**src/rtl/shift_add_mul_pkg.sv**
```systemverilog
// Shared definitions for the shift-and-add multiplier: FSM state encodings,
// default operand width and the count register width helper.
package shift_add_mul_pkg;

  localparam int DEFAULT_WIDTH = 8;

  typedef enum logic [1:0] {
    IDLE = 2'd0,
    BUSY = 2'd1,
    DONE = 2'd2
  } state_t;

  // Width of a counter that must reach width-1; never narrower than one bit.
  function automatic int count_width(input int width);
    return (width > 1) ? $clog2(width) : 1;
  endfunction

endpackage

```
**src/rtl/mul_datapath.sv**
```systemverilog
// Shift-and-add datapath: multiplicand register A and the 2*WIDTH product/
// multiplier register P, advanced one radix-2 step per 'step' pulse.
module mul_datapath
  import shift_add_mul_pkg::*;
#(
  parameter int WIDTH = DEFAULT_WIDTH
) (
  input  logic               clk,
  input  logic               rst,
  input  logic               load,
  input  logic               step,
  input  logic [WIDTH-1:0]   a_in,
  input  logic [WIDTH-1:0]   b_in,
  output logic [2*WIDTH-1:0] p
);

  logic [WIDTH-1:0]   a_q;
  logic [2*WIDTH-1:0] p_q;
  logic [WIDTH:0]     sum;
  logic [2*WIDTH-1:0] p_next;

  // The (WIDTH+1)-bit sum keeps the carry, which becomes the new MSB of P
  // after the right shift, so no product bit is ever lost.
  always_comb begin
    sum    = {1'b0, p_q[2*WIDTH-1:WIDTH]} + (p_q[0] ? {1'b0, a_q} : '0);
    p_next = {sum, p_q[WIDTH-1:1]};
  end

  // NOTE: state registers use non-blocking assignments so every flop samples
  // pre-edge values; blocking here would create order-dependent simulation.
  always_ff @(posedge clk or posedge rst) begin
    if (rst) begin
      a_q <= '0;
      p_q <= '0;
    end else if (load) begin
      a_q <= a_in;
      p_q <= {{WIDTH{1'b0}}, b_in};
    end else if (step) begin
      p_q <= p_next;
    end
  end

  assign p = p_q;

endmodule

```
**src/rtl/shift_add_mul.sv**
```systemverilog
// Sequential unsigned multiplier with valid/ready handshakes on both sides.
// Fixed latency of WIDTH busy cycles; control FSM drives mul_datapath.
module shift_add_mul
  import shift_add_mul_pkg::*;
#(
  parameter int WIDTH = DEFAULT_WIDTH
) (
  input  logic               clk,
  input  logic               rst,
  input  logic               in_valid,
  output logic               in_ready,
  input  logic [WIDTH-1:0]   multiplicand,
  input  logic [WIDTH-1:0]   multiplier,
  output logic               out_valid,
  input  logic               out_ready,
  output logic [2*WIDTH-1:0] product
);

  localparam int CW = count_width(WIDTH);
  localparam logic [CW-1:0] LAST = CW'(WIDTH - 1);

  state_t        state, state_next;
  logic [CW-1:0] count;
  logic          load, step;

  always_ff @(posedge clk or posedge rst) begin
    if (rst) begin
      state <= IDLE;
      count <= '0;
    end else begin
      state <= state_next;
      if (load)      count <= '0;
      else if (step) count <= count + 1'b1;
    end
  end

  // NOTE: every output of this block gets a default first, so no path can
  // leave a signal unassigned and infer a latch.
  always_comb begin
    state_next = state;
    load       = 1'b0;
    step       = 1'b0;
    in_ready   = 1'b0;
    out_valid  = 1'b0;
    unique case (state)
      IDLE: begin
        in_ready = 1'b1;
        if (in_valid) begin
          load       = 1'b1;
          state_next = BUSY;
        end
      end
      BUSY: begin
        step = 1'b1;
        if (count == LAST) state_next = DONE;
      end
      DONE: begin
        out_valid = 1'b1;
        if (out_ready) state_next = IDLE;
      end
      default: state_next = IDLE;
    endcase
  end

  mul_datapath #(
    .WIDTH (WIDTH)
  ) u_datapath (
    .clk  (clk),
    .rst  (rst),
    .load (load),
    .step (step),
    .a_in (multiplicand),
    .b_in (multiplier),
    .p    (product)
  );

endmodule
```
**config.mk**
```make
export PLATFORM = sky130hd
export DESIGN_NAME = shift_add_mul
export DESIGN_NICKNAME = d
export VERILOG_FILES = /design/src/rtl/shift_add_mul_pkg.sv /design/src/rtl/mul_datapath.sv /design/src/rtl/shift_add_mul.sv
export SDC_FILE = /design/constraint.sdc
export NUM_CORES = 1
export LEC_CHECK = 0
export ABC_CLOCK_PERIOD_IN_PS = 2400
export CAP_MARGIN = 25
export CORE_ASPECT_RATIO = 1.1
export CORE_UTILIZATION = 45
export DETAILED_ROUTE_END_ITERATION = 10
export PLACE_DENSITY = 0.72
export RECOVER_POWER = 50
export SLEW_MARGIN = 40
export SYNTH_ARGS = -nofsm -noshare
export SYNTH_HDL_FRONTEND = slang
export SYNTH_SLANG_ARGS = --single-unit
export TNS_END_PERCENT = 10
```
**constraint.sdc**
```tcl
create_clock -name clk -period 2.4 [get_ports clk]
set_input_delay 0.72 -clock clk [delete_from_list [all_inputs] [get_ports clk]]
set_output_delay 0.72 -clock clk [all_outputs]
set_load 0.05 [all_outputs]
```
# [Yosys cells after proc, flatten, opt, wreduce, memory -nomap -nowiden]
# Cells that the tools add are included.
[totals] register_bits=29 latch_bits=0 ram_bits=0 mem_bits_ro=0 out_inout_bits=18 word_cells=29 mem_count=0
[op_classes] addsub=2 multipliers=0 div_mod_pow=0 magnitude_cmp=0 n_eq_ne=6 shift=0 mux=14 n_bitwise=0 reduce_logical=3
[op_table] cell="2-to-1 mux 16 bit" n=2
[op_table] cell="adder 8 x 9 -> 9 bit" n=1
[op_table] cell="2-to-1 mux 8 bit" n=1
[op_table] cell="2-to-1 mux 2 bit" n=3
[op_table] cell="2-to-1 mux 3 bit" n=2
[op_table] cell="inequality test 2 bit (second input constant)" n=3
[op_table] cell="case mux 2 bit (3 select lines)" n=1
[op_table] cell="2-to-1 mux 1 bit" n=5
[op_table] cell="adder 3 x 1 -> 3 bit (second input constant)" n=1
[op_table] cell="equality test 3 bit (second input constant)" n=1
[op_table] cell="AND reduction 3 bit" n=1
[op_table] cell="equality test 2 x 1 -> 1 bit (second input constant)" n=1
[op_table] cell="equality test 2 bit (second input constant)" n=1
[op_table] cell="zero test 2 bit" n=1
[op_table] cell="nonzero test 2 bit" n=1

# [Depth between registers and ports, before layout]
[depth] depth_word=4 ltp_mapped=7

# [By module]
# A second synthesis with hierarchy kept.
[hier_totals] hier_cells=149 hier_area_um2=1600.3
[modules_own_cells] module="mul_datapath" instances=1 cells_per_inst=130 area_each_um2=1362.6
[modules_own_cells] module="shift_add_mul" instances=1 cells_per_inst=19 area_each_um2=237.7

# [Least setup slack after synthesis]
# OpenSTA, ideal clock, no wires.
[synth_path] kind="reg2reg" from="reg u_datapath.p_q[0] (netlist: u_datapath.p[0])" to="reg u_datapath.p_q[13] (netlist: u_datapath.p[13])" t_arrival_ps=1972 path_slack_ps=300 stages_incl_launch_ff=8 period_less_slack_ps=2100 path_cell_list="dfrtp_1 and2_1 ha_1 fa_1 a21oi_1 o211ai_1 xnor2_1 o22ai_1"
[synth_between] elab_chain_len=4
[synth_lines] element="from (decl)" line="mul_datapath.sv:18" rtl="logic [2*WIDTH-1:0] p_q;"
[synth_lines] element="from (signal assigned)" line="mul_datapath.sv:37" rtl="p_q <= {{WIDTH{1'b0}}, b_in};"
[synth_lines] element="from (signal assigned)" line="mul_datapath.sv:39" rtl="p_q <= p_next;"
[synth_lines] element="2-to-1 mux 8 bit" line="mul_datapath.sv:25" rtl="sum = {1'b0, p_q[2*WIDTH-1:WIDTH]} + (p_q[0] ? {1'b0, a_q} : '0);"
[synth_lines] element="adder 8 x 9 -> 9 bit" line="mul_datapath.sv:25"
[synth_lines] element="2-to-1 mux 16 bit" line="mul_datapath.sv:38" rtl="end else if (step) begin"
[synth_lines] element="2-to-1 mux 16 bit" line="mul_datapath.sv:35" rtl="end else if (load) begin"
# Every way passes these cells. The select of a mux whose other input is x is not followed.
# A chain may end at the register's enable or synchronous reset.

# [Worst setup path after layout]
[layout_path] from="reg u_datapath.p_q[9] (netlist: u_datapath.p[9])" to="out product[9]"
[layout_rtl] element="to (decl)" line="shift_add_mul.sv:16" rtl="output logic [2*WIDTH-1:0] product"
# No word-level cell between the ends.

==> flow_metrics.tcl <==
set metrics [dict create \
    clockBufferDepth 2 \
    combPwrFrac 0.608 \
    viasPerCell 5.161 \
    maxSlewHeadroom 0.4986 \
    fp.coreArea_um2 3331 \
    io_buffers 37 \
    avgRoutedWirePerCell_um 13.54 \
    fp.dieH_um 63.76 \
    min_path_type "flip-flop to flip-flop" \
    gp_congestion 0.8030 \
    cts_sinks 29 \
    worstRegToRegCells 7 \
    power_frac_seq 0.285 \
    fill_cells 289 \
    slew_violations 0 \
    leakage_nw 0.9093 \
    critPathLaunchType "flip-flop" \
    synth_top_area_cell "dfrtp_1" \
    fin_cells 242 \
    cts_tree "yes" \
    ctsResizeCount 0 \
    ys_seq_elements 29 \
    vdd_drop_max_mv 0.7436 \
    drtIter0Drc 34 \
    hold_violations 0 \
    routed_wl_um 3276 \
    root_buffer "clkbuf_4" \
    cts.clk_slew.worst_paths_ns 0.09 \
    power.internal_mw 1.677 \
    synth_edf_count 0 \
    ios 38 \
    ant_nets 0 \
    outcome "completed" \
    hpwl_um 2399 \
    netlist_area_um2 1560 \
    cp.arrival_ns 1.59 \
    worst_pin_slew_ns 0.7521 \
    fp.dieW_um 58.14 \
    cp-startpoint "u_datapath.p[9]$_DFFE_PP0P_" \
    synth_top_cell_area_share 0.4651 \
    layout-drive-gt1-share 0.1134 \
    worstHoldStart "u_datapath.a_q[7]$_DFFE_PP0P_" \
    ys.flop_type "dfrtp_1" \
    synth_area_leaders "dfrtp_1, ha_1, nand2_1, a22oi_1, mux2_2" \
    grt_max_degree 30 \
    vias 1249 \
    drc 0 \
    timing.final.crit_share 0.9635 \
    place_inst 234 \
    synthCells 151 \
    start_util 0.4684 \
    yosysUniqueCellTypes 34 \
    p_sw_frac 0.4772 \
    worst-path-buf-inv 1 \
    min_path_cells 1 \
    grt_use_total 0.2011 \
    fin_skew_ns 0.003786 \
    antenna_found_initial 0 \
    postCtsSetupBuffers 0 \
    numCtsBuffers 5 \
    grt_pass1_wl_um 5630 \
    final.setup.tns_ns 0 \
    p_switching_mw 1.531 \
    fmax_mhz 432.4 \
    dieArea_um2 3707 \
    reg2reg_slack_ns 0.36 \
    post-route-min-period_ns 2.312 \
    setup.worst_path.end_class "primary output" \
    overflow 0 \
    maxCapViolCount 0 \
    clock_power_share 0.107 \
    synth_area_per_cell_um2 10.33 \
    pwr_density_cell_nw_per_um2 1579 \
    worst-path-max-fanout 4 \
    worst_path_max_delay_cell "clkdlybuf4s50_1" \
    r2r_end "u_datapath.p[13]$_DFFE_PP0P_" \
    crit_chain "clkdlybuf4s50_1" \
    path_delay_family "buffers and inverters" \
    nets 224 \
    synth_nets 182 \
    min_to "u_datapath.a_q[7]$_DFFE_PP0P_" \
    cts_hold_buf 0 \
    diodes 0 \
    clk-insertion-delay-late_ns 0.33 \
    required_ns 1.68 \
    rsz0062_at_grt "no" \
    drtPass1Iterations 4 \
    rr_startpoint "u_datapath.p[0]$_DFFE_PP0P_" \
    power_mw 3.207 \
    cpPeakStageDelay_ns 0.83 \
    ys_async_sr_fraction 1.000 \
    yosysSeqAreaShare 0.4651 \
    ys.warnings.count 0 \
    grt_pass1_vias 1310 \
    finalSetupViolCount 0 \
    row_count 22 \
    area_growth_pct 30.23 \
    critical_path_class "flip-flop to primary output" \
    htree_levels 2 \
]
[layout by cell type (no fill, tap or decap)]
cell type / n
a211oi_2: 1
a21oi_1: 4
a22o_1: 1
a22oi_1: 10
and2_1: 8
buf_4: 5
clkbuf_1: 2
clkbuf_2: 1
clkbuf_4: 5
clkbuf_8: 2
clkdlybuf4s50_1: 32
clkinv_2: 1
dfrtp_1: 29
dlygate4sd3_1: 2
fa_1: 1
ha_1: 10
inv_1: 3
mux2_1: 4
mux2_2: 5
mux2i_1: 1
nand2_1: 29
nand2b_1: 1
nand3_1: 2
nand3b_1: 1
nand4_1: 1
nor2_1: 5
nor2_2: 1
nor2b_1: 2
nor3_1: 1
nor3b_1: 1
nor3b_4: 1
o211ai_1: 2
o21ai_0: 9
o21bai_1: 2
o22ai_1: 4
o311ai_1: 1
xnor2_1: 3
xor2_1: 1
[state kept, by name, indices dropped and copies added (netlist names)]
name,cells
u_datapath.p,16
count,3
state,2
u_datapath.a_q,8
[how the worst max path moves through the flow]
| stage | to | cells past startpoint |
|---|---|---|
| after floorplan | u_datapath.p[13]$_DFFE_PP0P_ | 7 |
| after global placement | u_datapath.a_q[7]$_DFFE_PP0P_ | 4 |
| after detailed placement | u_datapath.p[14]$_DFFE_PP0P_ | 5 |
| after CTS | product[9] | 1 |
| after global routing | product[9] | 1 |
| final | product[9] | 1 |
[layout make-up]
type                            instances  area, um2  share of cell area
Inverter                                3      11.26            0.005542
Clock inverter                          1      5.005            0.002463
Clock buffer                            7      65.06             0.03202
Tap cell                               48      60.06             0.02956
Timing Repair Buffer                   42      390.4              0.1921
Sequential cell                        29      725.7              0.3571
Multi-Input combinational cell        112      774.5              0.3812
[metal layers]
metal | global-route usage | wire length (um)
met1 | 0.2401 | 1426
met2 | 0.3405 | 1604
met5 | 0 | 0
met4 | 0.07143 | 48
met3 | 0.05870 | 198
[cells by family after synthesis]
family | synth area share
compound gates | 0.1443
buf+inv | 0.03849
fa+ha+maj | 0.09302
simple gates | 0.1652
flops | 0.4651
mux | 0.07137
xor+xnor | 0.02246
[through the flow]
step           hold slack [ns]  cell area [um2]  utilization  worst slack (ns)
6_report                0.4863             2032       0.6101           0.08751
5_1_grt                 0.5196             2032       0.6101           0.03219
4_1_cts                 0.4886             2042       0.6131           0.06203
3_5_place_dp            0.4683             1972       0.5920            0.2233
3_3_place_gp            0.4594             1972       0.5920            0.2693
2_1_floorplan           0.4497             1560            -            0.3005
[Yosys cell counts (4+ instances only)]
| cell type | instances |
|---|---|
| o21ai_0 | 9 |
| o22ai_1 | 4 |
| a22oi_1 | 10 |
| nand2_1 | 29 |
| ha_1 | 10 |
| nor2_1 | 5 |
| dfrtp_1 | 29 |
| a21oi_1 | 4 |
| mux2_1 | 4 |
| and2_1 | 8 |
| mux2_2 | 5 |
[power by group through the flow]
stage | Clock (mW) | Combinational [mW] | Sequential [mW]
after global routing | 0.376 | 2.14 | 0.951
after floorplan | 0 | 1.05 | 1.32
final | 0.342 | 1.95 | 0.915
after CTS | 0.354 | 1.98 | 0.919
after detailed placement | 0 | 1.97 | 0.927
after global placement | 0 | 1.93 | 0.916
(Power assumes the default switching activity.)
